--- config.mk ---
export PLATFORM = sky130hd
export DESIGN_NAME = serv_ibus_resp_flat
export DESIGN_NICKNAME = d
export VERILOG_FILES = /design/src/rtl/serv_ibus_resp_if.sv /design/src/rtl/serv_ibus_resp.sv /design/src/flat_wrapper.sv
export SDC_FILE = /design/constraint.sdc
export NUM_CORES = 1
export LEC_CHECK = 0
export BUFFER_PORTS_ARGS = -buffer_cell sky130_fd_sc_hd__buf_2
export CORE_ASPECT_RATIO = 1.75
export CORE_MARGIN = 3
export CORE_UTILIZATION = 30
export DETAILED_ROUTE_END_ITERATION = 10
export GPL_ROUTABILITY_DRIVEN = 0
export RECOVER_POWER = 50
export SETUP_SLACK_MARGIN = 0.3
export SYNTH_ARGS = -nofsm -noshare
export SYNTH_HDL_FRONTEND = slang
export SYNTH_SLANG_ARGS = --single-unit
--- constraint.sdc ---
create_clock -name clk -period 2.8 [get_ports clk]
set_input_delay 0.14 -clock clk [delete_from_list [all_inputs] [get_ports clk]]
set_output_delay 0.14 -clock clk [all_outputs]
set_load 0.01 [all_outputs]
--- src/rtl/serv_ibus_resp_if.sv ---
// Purpose : instruction-fetch bus plus synchronous-read memory port of serv_ibus_resp.
// Latency : n/a (signal bundle only).
// Backpressure: core holds i_ibus_cyc until o_ibus_ack; the memory port is never stalled.
// Ports   : i_ibus_* / o_ibus_* / o_fault fetch side, i_inval fence.i, o_mem_* / i_mem_rdata memory side.
interface serv_ibus_resp_if #(
  parameter int AW = 10
);
  logic [31:0]   i_ibus_adr;
  logic          i_ibus_cyc;
  logic [31:0]   o_ibus_rdt;
  logic          o_ibus_ack;
  logic          o_fault;
  logic          i_inval;
  logic          o_mem_en;
  logic [AW-1:0] o_mem_adr;
  logic [31:0]   i_mem_rdata;

  // slave: the fetch responder
  modport slave (
    input  i_ibus_adr, i_ibus_cyc, i_inval, i_mem_rdata,
    output o_ibus_rdt, o_ibus_ack, o_fault, o_mem_en, o_mem_adr
  );

  // master: core plus memory around the responder
  modport master (
    output i_ibus_adr, i_ibus_cyc, i_inval, i_mem_rdata,
    input  o_ibus_rdt, o_ibus_ack, o_fault, o_mem_en, o_mem_adr
  );
endinterface

--- src/rtl/serv_ibus_resp.sv ---
// Purpose : answers SERV instruction fetches from a sync-read memory window, with a one-entry last-fetch buffer.
// Latency : fault/hit ack 1 cycle after accept; aligned miss 2, halfword-straddling miss 3; misses add WAIT.
// Backpressure: none; dropping i_ibus_cyc mid-read aborts without ack. Ports: clk, i_rst_n, bus (slave modport).
module serv_ibus_resp #(
  parameter int          AW   = 10,
  parameter logic [31:0] BASE = 32'h0000_0000,
  parameter int          WAIT = 0
) (
  input  logic            clk,
  input  logic            i_rst_n,
  serv_ibus_resp_if.slave bus
);

  typedef enum logic [2:0] {IDLE, RD0, RD1, WAITS, ACK} state_t;

  localparam logic [3:0] WAIT_CNT = 4'(WAIT);

  state_t        state;
  logic [31:1]   adr_q;
  logic [31:0]   res_q;
  logic [3:0]    cnt_q;
  logic          miss_q;
  logic          gap_q;      // the cycle right after ACK ignores cyc
  logic          ack_q;
  logic [31:0]   rdt_q;
  logic          fault_q;
  logic          buf_vld;
  logic [31:1]   buf_tag;
  logic [31:0]   buf_dat;

  logic          adr_fault;
  logic          buf_hit;
  logic          accept;
  logic [31:0]   rd_word;
  logic          mem_en;
  logic [AW-1:0] mem_adr;

  assign adr_fault = bus.i_ibus_adr[0] |
                     (bus.i_ibus_adr[31:AW+2] != BASE[31:AW+2]);
  assign buf_hit   = buf_vld && (buf_tag == bus.i_ibus_adr[31:1]);
  assign accept    = (state == IDLE) && bus.i_ibus_cyc && !gap_q;

  // Second half of a straddling fetch lands in the upper result halfword.
  assign rd_word = (state == RD1) ? {bus.i_mem_rdata[15:0], res_q[15:0]}
                                  : bus.i_mem_rdata;

  always_comb begin
    mem_en  = 1'b0;
    mem_adr = '0;
    if (i_rst_n) begin
      if (accept && !adr_fault && !buf_hit) begin
        mem_en  = 1'b1;
        mem_adr = bus.i_ibus_adr[AW+1:2];
      end else if ((state == RD0) && bus.i_ibus_cyc && adr_q[1]) begin
        // Next word wraps around the top of the window.
        mem_en  = 1'b1;
        mem_adr = adr_q[AW+1:2] + {{(AW-1){1'b0}}, 1'b1};
      end
    end
  end

  always_ff @(posedge clk or negedge i_rst_n) begin
    if (!i_rst_n) begin
      state   <= IDLE;
      adr_q   <= '0;
      res_q   <= '0;
      cnt_q   <= '0;
      miss_q  <= 1'b0;
      gap_q   <= 1'b0;
      ack_q   <= 1'b0;
      rdt_q   <= '0;
      fault_q <= 1'b0;
      buf_vld <= 1'b0;
      buf_tag <= '0;
      buf_dat <= '0;
    end else begin
      ack_q   <= 1'b0;
      rdt_q   <= '0;
      fault_q <= 1'b0;
      gap_q   <= 1'b0;
      case (state)
        IDLE: begin
          if (accept) begin
            adr_q  <= bus.i_ibus_adr[31:1];
            miss_q <= 1'b0;
            if (adr_fault) begin
              state   <= ACK;
              ack_q   <= 1'b1;
              fault_q <= 1'b1;
            end else if (buf_hit) begin
              state <= ACK;
              ack_q <= 1'b1;
              rdt_q <= buf_dat;
            end else begin
              state  <= RD0;
              miss_q <= 1'b1;
            end
          end
        end
        RD0, RD1: begin
          if (!bus.i_ibus_cyc) begin
            state <= IDLE;
          end else if ((state == RD0) && adr_q[1]) begin
            res_q[15:0] <= bus.i_mem_rdata[31:16];
            state       <= RD1;
          end else begin
            res_q <= rd_word;
            if (WAIT > 0) begin
              cnt_q <= WAIT_CNT;
              state <= WAITS;
            end else begin
              state <= ACK;
              ack_q <= 1'b1;
              rdt_q <= rd_word;
            end
          end
        end
        WAITS: begin
          if (!bus.i_ibus_cyc) begin
            state <= IDLE;
            cnt_q <= '0;
          end else if (cnt_q <= 4'd1) begin
            cnt_q <= '0;
            state <= ACK;
            ack_q <= 1'b1;
            rdt_q <= res_q;
          end else begin
            cnt_q <= cnt_q - 4'd1;
          end
        end
        ACK: begin
          state <= IDLE;
          gap_q <= 1'b1;
          if (miss_q) begin
            buf_vld <= 1'b1;
            buf_tag <= adr_q;
            buf_dat <= rdt_q;
          end
        end
        default: state <= IDLE;
      endcase
      // Placed last so a same-edge invalidate beats the buffer load.
      if (bus.i_inval) buf_vld <= 1'b0;
    end
  end

  assign bus.o_ibus_ack = ack_q;
  assign bus.o_ibus_rdt = rdt_q;
  assign bus.o_fault    = fault_q;
  assign bus.o_mem_en   = mem_en;
  assign bus.o_mem_adr  = mem_adr;

endmodule

--- src/flat_wrapper.sv ---
// flat-port wrapper written by rule: the top's interface ports become plain ports
module serv_ibus_resp_flat 
#(
  parameter int          AW   = 10,
  parameter logic [31:0] BASE = 32'h0000_0000,
  parameter int          WAIT = 0
)
  (clk, i_rst_n, bus_i_ibus_adr, bus_i_ibus_cyc, bus_i_inval, bus_i_mem_rdata, bus_o_ibus_rdt, bus_o_ibus_ack, bus_o_fault, bus_o_mem_en, bus_o_mem_adr);
  serv_ibus_resp_if #(.AW(AW)) bus_i ();
  input  logic clk;
  input  logic i_rst_n;
  input wire logic [$bits(bus_i.i_ibus_adr)-1:0] bus_i_ibus_adr;
  input wire logic [$bits(bus_i.i_ibus_cyc)-1:0] bus_i_ibus_cyc;
  input wire logic [$bits(bus_i.i_inval)-1:0] bus_i_inval;
  input wire logic [$bits(bus_i.i_mem_rdata)-1:0] bus_i_mem_rdata;
  output wire logic [$bits(bus_i.o_ibus_rdt)-1:0] bus_o_ibus_rdt;
  output wire logic [$bits(bus_i.o_ibus_ack)-1:0] bus_o_ibus_ack;
  output wire logic [$bits(bus_i.o_fault)-1:0] bus_o_fault;
  output wire logic [$bits(bus_i.o_mem_en)-1:0] bus_o_mem_en;
  output wire logic [$bits(bus_i.o_mem_adr)-1:0] bus_o_mem_adr;
  assign bus_i.i_ibus_adr = bus_i_ibus_adr;
  assign bus_i.i_ibus_cyc = bus_i_ibus_cyc;
  assign bus_i.i_inval = bus_i_inval;
  assign bus_i.i_mem_rdata = bus_i_mem_rdata;
  assign bus_o_ibus_rdt = bus_i.o_ibus_rdt;
  assign bus_o_ibus_ack = bus_i.o_ibus_ack;
  assign bus_o_fault = bus_i.o_fault;
  assign bus_o_mem_en = bus_i.o_mem_en;
  assign bus_o_mem_adr = bus_i.o_mem_adr;
  serv_ibus_resp #(.AW(AW), .BASE(BASE), .WAIT(WAIT)) u_core (.clk(clk), .i_rst_n(i_rst_n), .bus(bus_i));
endmodule
==> flow_results.xml, run 1 <==
<?xml version="1.0" encoding="UTF-8"?>
<metrics>
  <group name="power">
    <metric name="power_density" unit="nW/um^2">583</metric>
    <metric name="vdd.ir_drop.worst" unit="mV">0.423</metric>
    <metric name="power_leakage" unit="nW">4.91</metric>
  </group>
  <group name="logic_synthesis">
    <metric name="ys.flop_type" unit="">sky130_fd_sc_hd__dfrtp_1</metric>
    <metric name="synth_cells" unit="">660</metric>
    <metric name="ys_seq_area_frac" unit="">0.563</metric>
    <metric name="number_of_register_bits_inferred_by_synthesis" unit="">170</metric>
    <metric name="syn_area_per_cell" unit="sq um">11.5</metric>
    <metric name="synth_area" unit="sq um">7560</metric>
    <metric name="synth_enable_flop_cells" unit="">0</metric>
    <metric name="syn-num-nets" unit="">731</metric>
    <metric name="synthesis.yosys.warnings" unit="">0</metric>
    <metric name="synth_async_sr_flop_share" unit="">1.00</metric>
    <metric name="synth_cell_types" unit="">46</metric>
  </group>
  <group name="grt">
    <metric name="first_pass_grt_wire_length" unit="mm">34.2</metric>
    <metric name="grt_usage" unit="">0.164</metric>
    <metric name="grt_max_degree" unit="">157</metric>
    <metric name="grt-ovfl-total" unit="">0</metric>
    <metric name="number_of_global_route_vias_before_repair" unit="">6074</metric>
    <metric name="number_of_antenna_violations_at_the_first_check_in_global_routing" unit="">1</metric>
  </group>
  <group name="sta">
    <metric name="worst-slew-pin-transition" unit="ns">0.824</metric>
    <metric name="final_min_period_over_clock_period" unit="">0.914</metric>
    <metric name="fin_ws" unit="ns">0.240</metric>
    <metric name="post-route-min-period" unit="ns">2.56</metric>
    <metric name="relSlewSlack" unit="">0.451</metric>
    <metric name="setup_repair_after_global_routing_missed_its_margin" unit="">true</metric>
    <metric name="fmaxAchievable" unit="MHz">391</metric>
    <metric name="setup_viol" unit="">0</metric>
    <metric name="slew_viol_final" unit="">0</metric>
    <metric name="totalNegativeSetupSlack" unit="ns">0</metric>
    <metric name="hold-worst-slack" unit="ns">0.0682</metric>
    <metric name="finalHoldViolCount" unit="">0</metric>
    <metric name="finalClockSkew" unit="ns">0.0114</metric>
  </group>
  <group name="route">
    <metric name="met1_length" unit="mm">8.03</metric>
    <metric name="wl_met3" unit="um">847</metric>
    <metric name="routed-via-count" unit="">5809</metric>
    <metric name="routedWlPerCell" unit="um">18.8</metric>
    <metric name="wl" unit="mm">22.0</metric>
    <metric name="vias_per_cell" unit="">4.96</metric>
    <metric name="dr_wl_met2" unit="mm">12.3</metric>
    <metric name="drt_first_iter_violations" unit="">296</metric>
    <metric name="top_signal_layer_used" unit="">met4</metric>
    <metric name="drt_pass1_iterations" unit="">4</metric>
    <metric name="ant_nets" unit="">0</metric>
    <metric name="drc" unit="">0</metric>
  </group>
  <group name="placed_design">
    <metric name="placed_area" unit="sq um">8570</metric>
    <metric name="portBuffers" unit="">112</metric>
    <metric name="hpwlAfterDp" unit="mm">14.8</metric>
    <metric name="dp_slack" unit="ns">0.277</metric>
  </group>
  <group name="worst_setup_path">
    <metric name="r2r_slack" unit="ns">0.44</metric>
    <metric name="crit-reg2reg-capture" unit="">u_core.bus.o_ibus_rdt[16]</metric>
    <metric name="crit_path_max_incr_delay" unit="ns">0.45</metric>
    <metric name="setup.worst_path.start_class" unit="">flip-flop</metric>
    <metric name="cp-end-kind" unit="">output port</metric>
    <metric name="timing_worst_setup_path_type" unit="">reg2out</metric>
    <metric name="worstSetupStartpoint" unit="">u_core.state[2]</metric>
    <metric name="endpoint_required_time_on_the_critical_path" unit="ns">2.66</metric>
    <metric name="number_of_cells_traversed_by_the_worst_register_to_register_path" unit="">7</metric>
    <metric name="path_max_fanout" unit="">5</metric>
    <metric name="critPathArrivalTime" unit="ns">2.42</metric>
    <metric name="worstPathCellList" unit="">nand2b_4 &gt; or4_4 &gt; nor4_4 &gt; buf_4 &gt; o211a_4 &gt; o2bb2ai_2 &gt; buf_2</metric>
    <metric name="cpMaxStageDelayCell" unit="">sky130_fd_sc_hd__or4_4</metric>
    <metric name="crit_path_end" unit="">bus_o_mem_adr[5]</metric>
    <metric name="r2r_start" unit="">u_core.state[2]</metric>
  </group>
  <group name="clock_network">
    <metric name="clkSlewWorstSetupHoldPaths" unit="ns">0.07</metric>
    <metric name="clk_root_buffer_cell" unit="">sky130_fd_sc_hd__clkbuf_16</metric>
    <metric name="tritoncts.num_buffers" unit="">17</metric>
    <metric name="cts_buffer_depth" unit="">2</metric>
    <metric name="cts_htree_levels" unit="">4</metric>
    <metric name="worst_skew_pair.late_latency" unit="ns">0.44</metric>
    <metric name="clkSinkCount" unit="">170</metric>
    <metric name="cts_tree" unit="">yes</metric>
  </group>
  <group name="cells_and_area">
    <metric name="final_area" unit="sq um">9950</metric>
    <metric name="finish.utilization" unit="">0.403</metric>
    <metric name="n_fill_cell" unit="">2399</metric>
    <metric name="layout-drive-gt1-share" unit="">0.286</metric>
    <metric name="final_nets" unit="">917</metric>
    <metric name="flow.area_growth_from_synthesis" unit="%">31.6</metric>
  </group>
  <group name="status">
    <metric name="outcome" unit="">finished clean</metric>
  </group>
  <group name="hold_path">
    <metric name="timing.hold.worst.class" unit="">in2reg</metric>
  </group>
  <group name="floorplan">
    <metric name="dieHeight" unit="um">216</metric>
    <metric name="fp.coreArea" unit="sq um">24700</metric>
    <metric name="die_width" unit="um">126</metric>
    <metric name="initial_core_util" unit="">0.306</metric>
    <metric name="pin_count" unit="">113</metric>
    <metric name="die-area" unit="sq um">27200</metric>
    <metric name="std_cell_rows" unit="">76</metric>
  </group>
  <group name="run">
    <metric name="maxCapViolCount" unit="">0</metric>
  </group>
</metrics>
==> where the power goes <==
| group | switching, mW | internal, mW |
|---|---|---|
| combinational | 0.366 | 0.256 |
| sequential | 0.132 | 2.61 |
| clock | 1.09 | 1.35 |
==> per-stage QoR <==
stage | cells | total power [mW]
CTS | 1168 | 5.86
floorplan | 660 | 3.03
global route | 1172 | 6.04
global placement | 1069 | 3.31
detailed placement | 1069 | 3.33
finish | 1172 | 5.80
==> how the worst min path moves through the flow <==
stage                             start                to  depth (start not counted)
finish              bus_i_mem_rdata[25]   u_core.res_q[9]                          3
global route        bus_i_mem_rdata[16]   u_core.res_q[0]                          3
CTS                 bus_i_mem_rdata[25]   u_core.res_q[9]                          3
detailed placement              i_rst_n   u_core.adr_q[3]                          1
global placement                i_rst_n   u_core.adr_q[3]                          1
floorplan                       i_rst_n  u_core.adr_q[10]                          0
==> what timing repair did <==
item | 4_1_cts | 5_1_grt
gates cloned | 1 | 0
resized for setup | 15 | 20
pin swaps | 7 | 14
hold buffers | 48 | 0
setup endpoints to repair | 27 | 38
setup buffers | 18 | 3
hold endpoints to repair | 66 | 0
==> critical path, delay by kind of cell, from the launching register on <==
kind | cells | cell delay (ns)
AOI/OAI and AO/OA | 2 | 0.38
DFF | 1 | 0.41
and+or+nand+nor | 3 | 0.85
buffers and inverters | 2 | 0.35
==> placed cells by master, fill, tap and decap left out, types with 3 or more instances in the layout <==
cell type | Yosys | final
sky130_fd_sc_hd__xor2_1 | 19 | 16
sky130_fd_sc_hd__o21ai_0 | 22 | 21
sky130_fd_sc_hd__and3_1 | 17 | 17
sky130_fd_sc_hd__dfrtp_1 | 170 | 169
sky130_fd_sc_hd__o2bb2ai_1 | 9 | 4
sky130_fd_sc_hd__nor4_2 | 1 | 3
sky130_fd_sc_hd__and4_1 | 4 | 4
sky130_fd_sc_hd__xnor2_1 | 22 | 20
sky130_fd_sc_hd__dlygate4sd3_1 | 0 | 47
sky130_fd_sc_hd__nor2_1 | 27 | 26
sky130_fd_sc_hd__buf_2 | 3 | 75
sky130_fd_sc_hd__nor3_1 | 6 | 5
sky130_fd_sc_hd__xor2_2 | 0 | 3
sky130_fd_sc_hd__buf_6 | 2 | 5
sky130_fd_sc_hd__mux2_2 | 63 | 63
sky130_fd_sc_hd__a22oi_1 | 16 | 16
sky130_fd_sc_hd__a21oi_1 | 3 | 3
sky130_fd_sc_hd__clkbuf_16 | 0 | 17
sky130_fd_sc_hd__inv_6 | 0 | 4
sky130_fd_sc_hd__nand2_1 | 125 | 125
sky130_fd_sc_hd__buf_4 | 0 | 37
sky130_fd_sc_hd__a21o_1 | 16 | 16
sky130_fd_sc_hd__inv_1 | 4 | 4
sky130_fd_sc_hd__nor4_1 | 10 | 5
sky130_fd_sc_hd__clkinv_4 | 0 | 4
sky130_fd_sc_hd__mux2i_1 | 16 | 16
sky130_fd_sc_hd__clkbuf_1 | 29 | 34
sky130_fd_sc_hd__a221o_1 | 31 | 31
sky130_fd_sc_hd__o2bb2ai_2 | 0 | 5
sky130_fd_sc_hd__nor4_4 | 0 | 3
sky130_fd_sc_hd__nand4_1 | 7 | 7
sky130_fd_sc_hd__ha_1 | 3 | 3
sky130_fd_sc_hd__nor2b_1 | 4 | 3
sky130_fd_sc_hd__nand3_1 | 3 | 3
==> registers in the layout (all words and copies together), names as in the netlist, 3 cells and up <==
| signal | count |
|---|---|
| u_core.cnt_q | 4 |
| u_core.res_q | 32 |
| u_core.adr_q | 31 |
| u_core.buf_tag | 31 |
| u_core.bus.o_ibus_rdt | 32 |
| u_core.buf_dat | 32 |
| u_core.state | 3 |
==> cells in the mapped netlist (4+ instances only) <==
master	number	area share
sky130_fd_sc_hd__dfrtp_1	170	0.56
sky130_fd_sc_hd__nand2_1	125	0.062
sky130_fd_sc_hd__mux2_2	63	0.094
sky130_fd_sc_hd__a221o_1	31	0.041
sky130_fd_sc_hd__clkbuf_1	29	0.014
sky130_fd_sc_hd__nor2_1	27	0.013
sky130_fd_sc_hd__o21ai_0	22	0.015
sky130_fd_sc_hd__xnor2_1	22	0.025
sky130_fd_sc_hd__xor2_1	19	0.022
sky130_fd_sc_hd__and3_1	17	0.014
sky130_fd_sc_hd__a21o_1	16	0.016
sky130_fd_sc_hd__a22oi_1	16	0.016
sky130_fd_sc_hd__mux2i_1	16	0.021
sky130_fd_sc_hd__nor4_1	10	0.0083
sky130_fd_sc_hd__o2bb2ai_1	9	0.010
sky130_fd_sc_hd__nand4_1	7	0.0058
sky130_fd_sc_hd__nor3_1	6	0.0040
sky130_fd_sc_hd__and4_1	4	0.0046
sky130_fd_sc_hd__inv_1	4	0.0020
sky130_fd_sc_hd__nor2b_1	4	0.0033
==> per-layer routing <==
| metal | vias up | track usage |
|---|---|---|
| met2 | 148 | 0.308 |
| met3 | 46 | 0.0312 |
| li1 | 2717 | - |
| met5 | - | 0 |
| met1 | 2898 | 0.173 |
| met4 | 0 | 0.0741 |
==> area by class of cell <==
type / count / area [sq um] / share of cell area
Clock inverter: 15 / 181 / 0.0182
Inverter: 4 / 15.0 / 0.00151
Tap cell: 312 / 390 / 0.0392
Sequential cell: 170 / 4260 / 0.428
Timing Repair Buffer: 201 / 1360 / 0.136
Multi-Input combinational cell: 452 / 3330 / 0.334
Clock buffer: 17 / 425 / 0.0427
Antenna cell: 1 / 2.50 / 0.000251
==> cells by family after synthesis <==
logic type | after synthesis | synth area share
adders and majority gates | 3 | 0.00496
DFF | 170 | 0.563
AOI/OAI and AO/OA | 108 | 0.111
buffers and inverters | 39 | 0.0218
muxes | 79 | 0.115
xor gates and xnor gates | 41 | 0.0475
and+or+nand+nor | 220 | 0.137
No activity file was read; power rests on OpenSTA's default activity.
==> run 2, diff against run 1 <==
ABC_AREA = 1   (was not set)
==> flow_results.xml, run 2 <==
<?xml version="1.0" encoding="UTF-8"?>
<metrics>
  <group name="floorplan">
    <metric name="die-area" unit="sq um">29600</metric>
    <metric name="dieHeight" unit="um">225</metric>
    <metric name="std_cell_rows" unit="">79</metric>
    <metric name="die_width" unit="um">131</metric>
    <metric name="pin_count" unit="">113</metric>
    <metric name="initial_core_util" unit="">0.308</metric>
    <metric name="fp.coreArea" unit="sq um">26800</metric>
  </group>
  <group name="hold_path">
    <metric name="timing.hold.worst.class" unit="">in2reg</metric>
  </group>
  <group name="cells_and_area">
    <metric name="antenna_cells" unit="">0</metric>
    <metric name="layout_commonest_cell" unit="">sky130_fd_sc_hd__nand2_1</metric>
    <metric name="layout-drive-gt1-share" unit="">0.175</metric>
    <metric name="flow.area_growth_from_synthesis" unit="%">23.4</metric>
    <metric name="final_nets" unit="">1190</metric>
    <metric name="n_fill_cell" unit="">2754</metric>
    <metric name="layout_common_cells" unit="">sky130_fd_sc_hd__nand2_1 (269), sky130_fd_sc_hd__dfrtp_1 (170), sky130_fd_sc_hd__inv_1 (112), sky130_fd_sc_hd__o21ai_0 (77), sky130_fd_sc_hd__buf_2 (77)</metric>
    <metric name="final_cells" unit="">1496</metric>
  </group>
  <group name="clock_network">
    <metric name="clkSinkCount" unit="">170</metric>
    <metric name="worst_skew_pair.late_latency" unit="ns">0.44</metric>
    <metric name="tritoncts.num_buffers" unit="">17</metric>
    <metric name="clk_root_buffer_cell" unit="">sky130_fd_sc_hd__clkbuf_16</metric>
    <metric name="clkSlewWorstSetupHoldPaths" unit="ns">0.07</metric>
    <metric name="cts_tree" unit="">yes</metric>
    <metric name="cts_buffer_depth" unit="">2</metric>
    <metric name="cts_htree_levels" unit="">4</metric>
  </group>
  <group name="route">
    <metric name="drc" unit="">0</metric>
    <metric name="routedWlPerCell" unit="um">15.1</metric>
    <metric name="drt_first_iter_violations" unit="">395</metric>
    <metric name="vias_per_cell" unit="">4.63</metric>
    <metric name="routed-via-count" unit="">6929</metric>
    <metric name="drt_pass1_iterations" unit="">7</metric>
    <metric name="wl" unit="mm">22.6</metric>
    <metric name="ant_nets" unit="">0</metric>
  </group>
  <group name="logic_synthesis">
    <metric name="ys.flop_type" unit="">sky130_fd_sc_hd__dfrtp_1</metric>
    <metric name="number_of_register_bits_inferred_by_synthesis" unit="">170</metric>
    <metric name="yosysMostFrequentCell" unit="">sky130_fd_sc_hd__nand2_1</metric>
    <metric name="syn-num-nets" unit="">1050</metric>
    <metric name="syn_area_per_cell" unit="sq um">8.42</metric>
    <metric name="synth_enable_flop_cells" unit="">0</metric>
    <metric name="yosys.area.top_type_share" unit="">0.516</metric>
    <metric name="synth_area_leader_cell" unit="">sky130_fd_sc_hd__dfrtp_1</metric>
    <metric name="synth_cell_types" unit="">35</metric>
    <metric name="synth_async_sr_flop_share" unit="">1.00</metric>
    <metric name="synthesis.yosys.warnings" unit="">0</metric>
    <metric name="cell_types_with_the_highest_counts_after_synthesis" unit="">sky130_fd_sc_hd__nand2_1 (271), sky130_fd_sc_hd__dfrtp_1 (170), sky130_fd_sc_hd__inv_1 (114)</metric>
    <metric name="ys_seq_area_frac" unit="">0.516</metric>
    <metric name="synth_area_leaders" unit="">sky130_fd_sc_hd__dfrtp_1 (52%), sky130_fd_sc_hd__nand2_1 (12%), sky130_fd_sc_hd__inv_1 (5.2%)</metric>
    <metric name="synth_cells" unit="">979</metric>
    <metric name="synth_area" unit="sq um">8240</metric>
  </group>
  <group name="power">
    <metric name="power_leakage" unit="nW">5.07</metric>
    <metric name="vdd.ir_drop.worst" unit="mV">0.400</metric>
    <metric name="total_power" unit="mW">5.52</metric>
    <metric name="power_density" unit="nW/um^2">542</metric>
  </group>
  <group name="sta">
    <metric name="relSlewSlack" unit="">0.337</metric>
    <metric name="post-route-min-period" unit="ns">2.33</metric>
    <metric name="setup_repair_after_global_routing_missed_its_margin" unit="">false</metric>
    <metric name="slew_viol_final" unit="">0</metric>
    <metric name="finalHoldViolCount" unit="">0</metric>
    <metric name="totalNegativeSetupSlack" unit="ns">0</metric>
    <metric name="final_min_period_over_clock_period" unit="">0.831</metric>
    <metric name="finalClockSkew" unit="ns">0.0111</metric>
    <metric name="setup_viol" unit="">0</metric>
    <metric name="worst-slew-pin-transition" unit="ns">0.995</metric>
    <metric name="fmaxAchievable" unit="MHz">430</metric>
  </group>
  <group name="worst_setup_path">
    <metric name="timing_worst_setup_path_type" unit="">in2out</metric>
    <metric name="cp-end-kind" unit="">output port</metric>
    <metric name="critPathArrivalTime" unit="ns">2.19</metric>
    <metric name="path_max_fanout" unit="">11</metric>
    <metric name="endpoint_required_time_on_the_critical_path" unit="ns">2.66</metric>
    <metric name="r2r_slack" unit="ns">0.81</metric>
    <metric name="setup.worst_path.start_class" unit="">input pin</metric>
  </group>
  <group name="placed_design">
    <metric name="hpwlAfterDp" unit="mm">15.5</metric>
    <metric name="portBuffers" unit="">112</metric>
    <metric name="post-place-cells" unit="">1423</metric>
  </group>
  <group name="status">
    <metric name="outcome" unit="">finished clean</metric>
  </group>
  <group name="grt">
    <metric name="grt_max_degree" unit="">171</metric>
    <metric name="number_of_global_route_vias_before_repair" unit="">7048</metric>
    <metric name="number_of_antenna_violations_at_the_first_check_in_global_routing" unit="">2</metric>
    <metric name="grt-ovfl-total" unit="">0</metric>
    <metric name="grt_usage" unit="">0.156</metric>
    <metric name="first_pass_grt_wire_length" unit="mm">36.7</metric>
  </group>
  <group name="run">
    <metric name="maxCapViolCount" unit="">0</metric>
  </group>
</metrics>
-- run 2: cell types whose count changed in the layout (fill, tap and decap cells not counted), moves of 25 or more --
cell,delta
sky130_fd_sc_hd__a221o_1,-31
sky130_fd_sc_hd__buf_4,-25
sky130_fd_sc_hd__inv_1,+108
sky130_fd_sc_hd__mux2_2,-31
sky130_fd_sc_hd__nand2_1,+144
sky130_fd_sc_hd__nand3_1,+56
sky130_fd_sc_hd__nor2_1,+32
sky130_fd_sc_hd__o21ai_0,+56
-- run 2: area by class of cell --
class / instances / area, sq um / share of cell area
Tap cell: 364 / 455 / 0.0448
Clock buffer: 19 / 453 / 0.0445
Multi-Input combinational cell: 640 / 3330 / 0.327
Clock inverter: 13 / 156 / 0.0154
Sequential cell: 170 / 4250 / 0.418
Timing Repair Buffer: 167 / 1060 / 0.104
Inverter: 123 / 468 / 0.0460
-- run 2: critical path, cell delays in order --
cell                            delay, ns
sky130_fd_sc_hd__dlygate4sd3_1       0.54
sky130_fd_sc_hd__buf_2               0.14
sky130_fd_sc_hd__inv_1               0.07
sky130_fd_sc_hd__nand3_1             0.07
sky130_fd_sc_hd__nor2_1              0.16
sky130_fd_sc_hd__nand3_1             0.24
sky130_fd_sc_hd__clkinvlp_4          0.30
sky130_fd_sc_hd__nand3_1             0.10
sky130_fd_sc_hd__a21oi_1             0.24
sky130_fd_sc_hd__buf_2               0.18
-- run 2: final timing paths --
check	to	from	cells past startpoint
setup / recovery	bus_o_mem_adr[0]	bus_i_ibus_adr[27]	10
min in group asynchronous	u_core.adr_q[15]	i_rst_n	3
max in group asynchronous	u_core.buf_dat[18]	i_rst_n	3
setup reg to reg	u_core.bus.o_ibus_rdt[23]	u_core.state[2]	9
hold reg to reg	u_core.res_q[31]	u_core.res_q[31]	2
hold / removal	u_core.adr_q[1]	bus_i_ibus_adr[1]	3
-- run 2: power breakdown --
group | switching (mW) | internal (mW) | total [mW]
registers | 0.0564 | 2.56 | 2.62
logic | 0.293 | 0.179 | 0.472
clock network | 1.04 | 1.39 | 2.43
-- run 2: kinds of logic after synthesis --
kind of cell / count (synthesis) / share of synthesized area
muxes: 40 / 0.0534
AOI/OAI and AO/OA: 161 / 0.115
buffers and inverters: 169 / 0.0826
DFF: 170 / 0.516
adders and majority gates: 3 / 0.00455
xor gates and xnor gates: 9 / 0.00956
and+or+nand+nor: 427 / 0.219
-- run 2: repair_timing --
action | in CTS | in global routing
hold buffers | 40 | 0
resized for setup | 2 | 6
endpoints found under the hold margin | 209 | 0
endpoints found under the setup margin | 1 | 8
pin swaps | 0 | 1
setup buffers | 0 | 1
-- run 2: per-layer routing --
metal | share of wire | vias up | wire (um) | GRT usage
met5 | 0 | - | 0 | 0
met4 | 0.016 | 0 | 369 | 0.0536
met3 | 0.046 | 23 | 1040 | 0.0333
met2 | 0.53 | 170 | 11900 | 0.287
met1 | 0.41 | 3304 | 9260 | 0.180
li1 | - | 3432 | - | -
-- run 2: through the flow --
step	utilization	hold slack [ns]	cell area [sq um]	setup slack, ns
floorplan	-	-0.156	8240	1.15
global placement	0.343	0.296	9190	0.628
detailed placement	0.343	0.299	9190	0.605
CTS	0.381	0.00654	10200	0.304
global route	0.380	0.0201	10200	0.309
finish	0.380	0.0142	10200	0.472
==> run 3, diff against run 2 <==
ABC_AREA = 0   (was 1)
clock period = 2.1 ns   (was 2.8 ns; I/O delays follow)
==> flow_results.xml, run 3 (synthesis results as in run 1) <==
<?xml version="1.0" encoding="UTF-8"?>
<metrics>
  <group name="grt">
    <metric name="number_of_antenna_violations_at_the_first_check_in_global_routing" unit="">1</metric>
    <metric name="grt_usage" unit="">0.167</metric>
    <metric name="first_pass_grt_wire_length" unit="mm">34.9</metric>
    <metric name="grt_max_degree" unit="">94</metric>
    <metric name="number_of_global_route_vias_before_repair" unit="">6091</metric>
    <metric name="grt-ovfl-total" unit="">0</metric>
  </group>
  <group name="sta">
    <metric name="finalHoldViolCount" unit="">0</metric>
    <metric name="final_min_period_over_clock_period" unit="">1.15</metric>
    <metric name="worst-slew-pin-transition" unit="ns">1.27</metric>
    <metric name="fmaxAchievable" unit="MHz">413</metric>
    <metric name="finalClockSkew" unit="ns">0.0105</metric>
    <metric name="slew_viol_final" unit="">0</metric>
    <metric name="setup_viol" unit="">27</metric>
    <metric name="relSlewSlack" unit="">0.152</metric>
    <metric name="setup_repair_after_global_routing_missed_its_margin" unit="">true</metric>
    <metric name="post-route-min-period" unit="ns">2.42</metric>
    <metric name="fin_ws" unit="ns">-0.321</metric>
  </group>
  <group name="worst_setup_path">
    <metric name="cp-end-kind" unit="">output port</metric>
    <metric name="r2r_start" unit="">u_core.state[2]</metric>
    <metric name="timing_worst_setup_path_type" unit="">reg2out</metric>
    <metric name="worstSetupStartpoint" unit="">u_core.buf_tag[17]</metric>
    <metric name="endpoint_required_time_on_the_critical_path" unit="ns">2.00</metric>
    <metric name="path_max_fanout" unit="">10</metric>
    <metric name="critPathArrivalTime" unit="ns">2.32</metric>
    <metric name="setup.worst_path.start_class" unit="">flip-flop</metric>
  </group>
  <group name="clock_network">
    <metric name="tritoncts.num_buffers" unit="">17</metric>
    <metric name="clkSlewWorstSetupHoldPaths" unit="ns">0.07</metric>
    <metric name="cts_htree_levels" unit="">4</metric>
    <metric name="worst_skew_pair.late_latency" unit="ns">0.44</metric>
    <metric name="clk_root_buffer_cell" unit="">sky130_fd_sc_hd__clkbuf_16</metric>
    <metric name="clkSinkCount" unit="">170</metric>
    <metric name="cts_tree" unit="">yes</metric>
    <metric name="cts_buffer_depth" unit="">2</metric>
  </group>
  <group name="route">
    <metric name="wl" unit="mm">24.7</metric>
    <metric name="drt_pass1_iterations" unit="">4</metric>
    <metric name="routed-via-count" unit="">6117</metric>
    <metric name="drt_first_iter_violations" unit="">304</metric>
    <metric name="vias_per_cell" unit="">5.09</metric>
    <metric name="routedWlPerCell" unit="um">20.6</metric>
    <metric name="drc" unit="">0</metric>
    <metric name="ant_nets" unit="">0</metric>
  </group>
  <group name="cells_and_area">
    <metric name="layout_common_cells" unit="">sky130_fd_sc_hd__dfrtp_1 (169), sky130_fd_sc_hd__buf_2 (103), sky130_fd_sc_hd__nand2_1 (96), sky130_fd_sc_hd__dlygate4sd3_1 (48), sky130_fd_sc_hd__mux2_4 (40)</metric>
    <metric name="flow.area_growth_from_synthesis" unit="%">45.6</metric>
    <metric name="finish.utilization" unit="">0.445</metric>
    <metric name="final_cells" unit="">1201</metric>
    <metric name="antenna_cells" unit="">0</metric>
    <metric name="layout-drive-gt1-share" unit="">0.416</metric>
    <metric name="layout_commonest_cell" unit="">sky130_fd_sc_hd__dfrtp_1</metric>
    <metric name="n_fill_cell" unit="">2340</metric>
    <metric name="final_nets" unit="">947</metric>
  </group>
  <group name="run">
    <metric name="maxCapViolCount" unit="">0</metric>
  </group>
  <group name="placed_design">
    <metric name="post-place-cells" unit="">1086</metric>
    <metric name="portBuffers" unit="">112</metric>
    <metric name="dp_slack" unit="ns">-0.0975</metric>
    <metric name="hpwlAfterDp" unit="mm">15.7</metric>
  </group>
  <group name="floorplan">
    <metric name="pin_count" unit="">113</metric>
    <metric name="std_cell_rows" unit="">76</metric>
    <metric name="die_width" unit="um">126</metric>
    <metric name="die-area" unit="sq um">27200</metric>
    <metric name="initial_core_util" unit="">0.306</metric>
    <metric name="dieHeight" unit="um">216</metric>
    <metric name="fp.coreArea" unit="sq um">24700</metric>
  </group>
  <group name="hold_path">
    <metric name="timing.hold.worst.class" unit="">in2reg</metric>
    <metric name="timing.hold.worst.start" unit="">bus_i_mem_rdata[25]</metric>
  </group>
  <group name="status">
    <metric name="outcome" unit="">complete, but fails checks</metric>
    <metric name="violations" unit="">negative setup slack</metric>
  </group>
  <group name="power">
    <metric name="vdd.ir_drop.worst" unit="mV">0.572</metric>
    <metric name="power_leakage" unit="nW">5.62</metric>
    <metric name="power_density" unit="nW/um^2">715</metric>
  </group>
</metrics>
run 3: cell count changes in the layout (fill, tap and decap cells not counted), moves of 20 or more:
cell,change
sky130_fd_sc_hd__o21ai_0,-71
sky130_fd_sc_hd__clkbuf_1,-26
sky130_fd_sc_hd__nor2_1,-36
sky130_fd_sc_hd__a21oi_1,-22
sky130_fd_sc_hd__a221o_1,+31
sky130_fd_sc_hd__o211ai_1,-20
sky130_fd_sc_hd__buf_4,+20
sky130_fd_sc_hd__nand2_1,-173
sky130_fd_sc_hd__nand3_1,-56
sky130_fd_sc_hd__mux2_4,+40
sky130_fd_sc_hd__inv_1,-110
sky130_fd_sc_hd__buf_2,+26
run 3: cell type report:
type | instances | area [sq um] | area share
Timing Repair Buffer | 232 | 1910 | 0.173
Inverter | 4 | 15.0 | 0.00136
Clock inverter | 14 | 161 | 0.0147
Clock buffer | 18 | 439 | 0.0399
Sequential cell | 170 | 4260 | 0.386
Tap cell | 312 | 390 | 0.0355
Multi-Input combinational cell | 451 | 3840 | 0.349
run 3: critical path, stage by stage, from the launching register on:
cell	delay, ns
sky130_fd_sc_hd__dfrtp_1	0.39
sky130_fd_sc_hd__xor2_1	0.16
sky130_fd_sc_hd__nor4_1	0.31
sky130_fd_sc_hd__buf_4	0.17
sky130_fd_sc_hd__nand4_1	0.09
sky130_fd_sc_hd__o211a_1	0.26
sky130_fd_sc_hd__buf_12	0.16
sky130_fd_sc_hd__a2bb2o_4	0.19
sky130_fd_sc_hd__buf_2	0.14
run 3: what timing repair did:
item / in CTS / in global routing
setup endpoints to repair: 130 / 145
hold endpoints to repair: 89 / 1
pin swaps: 9 / 47
setup buffers: 14 / 11
hold buffers: 48 / 1
resized for setup: 36 / 156
gates cloned: 1 / 8
run 3: where the power goes:
group	total, mW	switching, mW	leakage, nW	internal [mW]
Combinational	0.984	0.545	3.02	0.438
Clock	3.22	1.41	0.295	1.81
Sequential	3.67	0.193	2.30	3.48
Total	7.87	2.15	5.62	5.73
run 3: path summary, 6_finish.rpt:
path / cells after the start / endpoint / slack [ns]
max: 8 / bus_o_mem_adr[1] / -0.32
min: 3 / u_core.res_q[9] / 0.04
max reg2reg: 9 / u_core.bus.o_ibus_rdt[21] / -0.20
min reg2reg: 2 / u_core.adr_q[21] / 0.47
max in group asynchronous: 3 / u_core.res_q[13] / 0.32
min in group asynchronous: 3 / u_core.adr_q[29] / 0.76
run 3: through the flow:
stage	power, mW	hold slack [ns]	cell area, sq um	TNS [ns]
after floorplan	4.06	-0.191	7680	-0.213
after global placement	4.43	0.0204	8830	-0.297
after detailed placement	4.45	0.0235	8830	-0.142
after CTS	7.78	0.0149	10200	-5.26
after global routing	8.21	0.0414	11000	-8.44
final	7.87	0.0437	11000	-5.98
run 3: layer usage:
| layer | vias to the layer above | global-route usage | wire [um] |
|---|---|---|---|
| met3 | 57 | 0.0324 | 815 |
| met2 | 139 | 0.313 | 14100 |
| li1 | 2782 | - | - |
| met4 | 2 | 0.0719 | 972 |
| met5 | - | 0 | 10 |
| met1 | 3137 | 0.179 | 8820 |
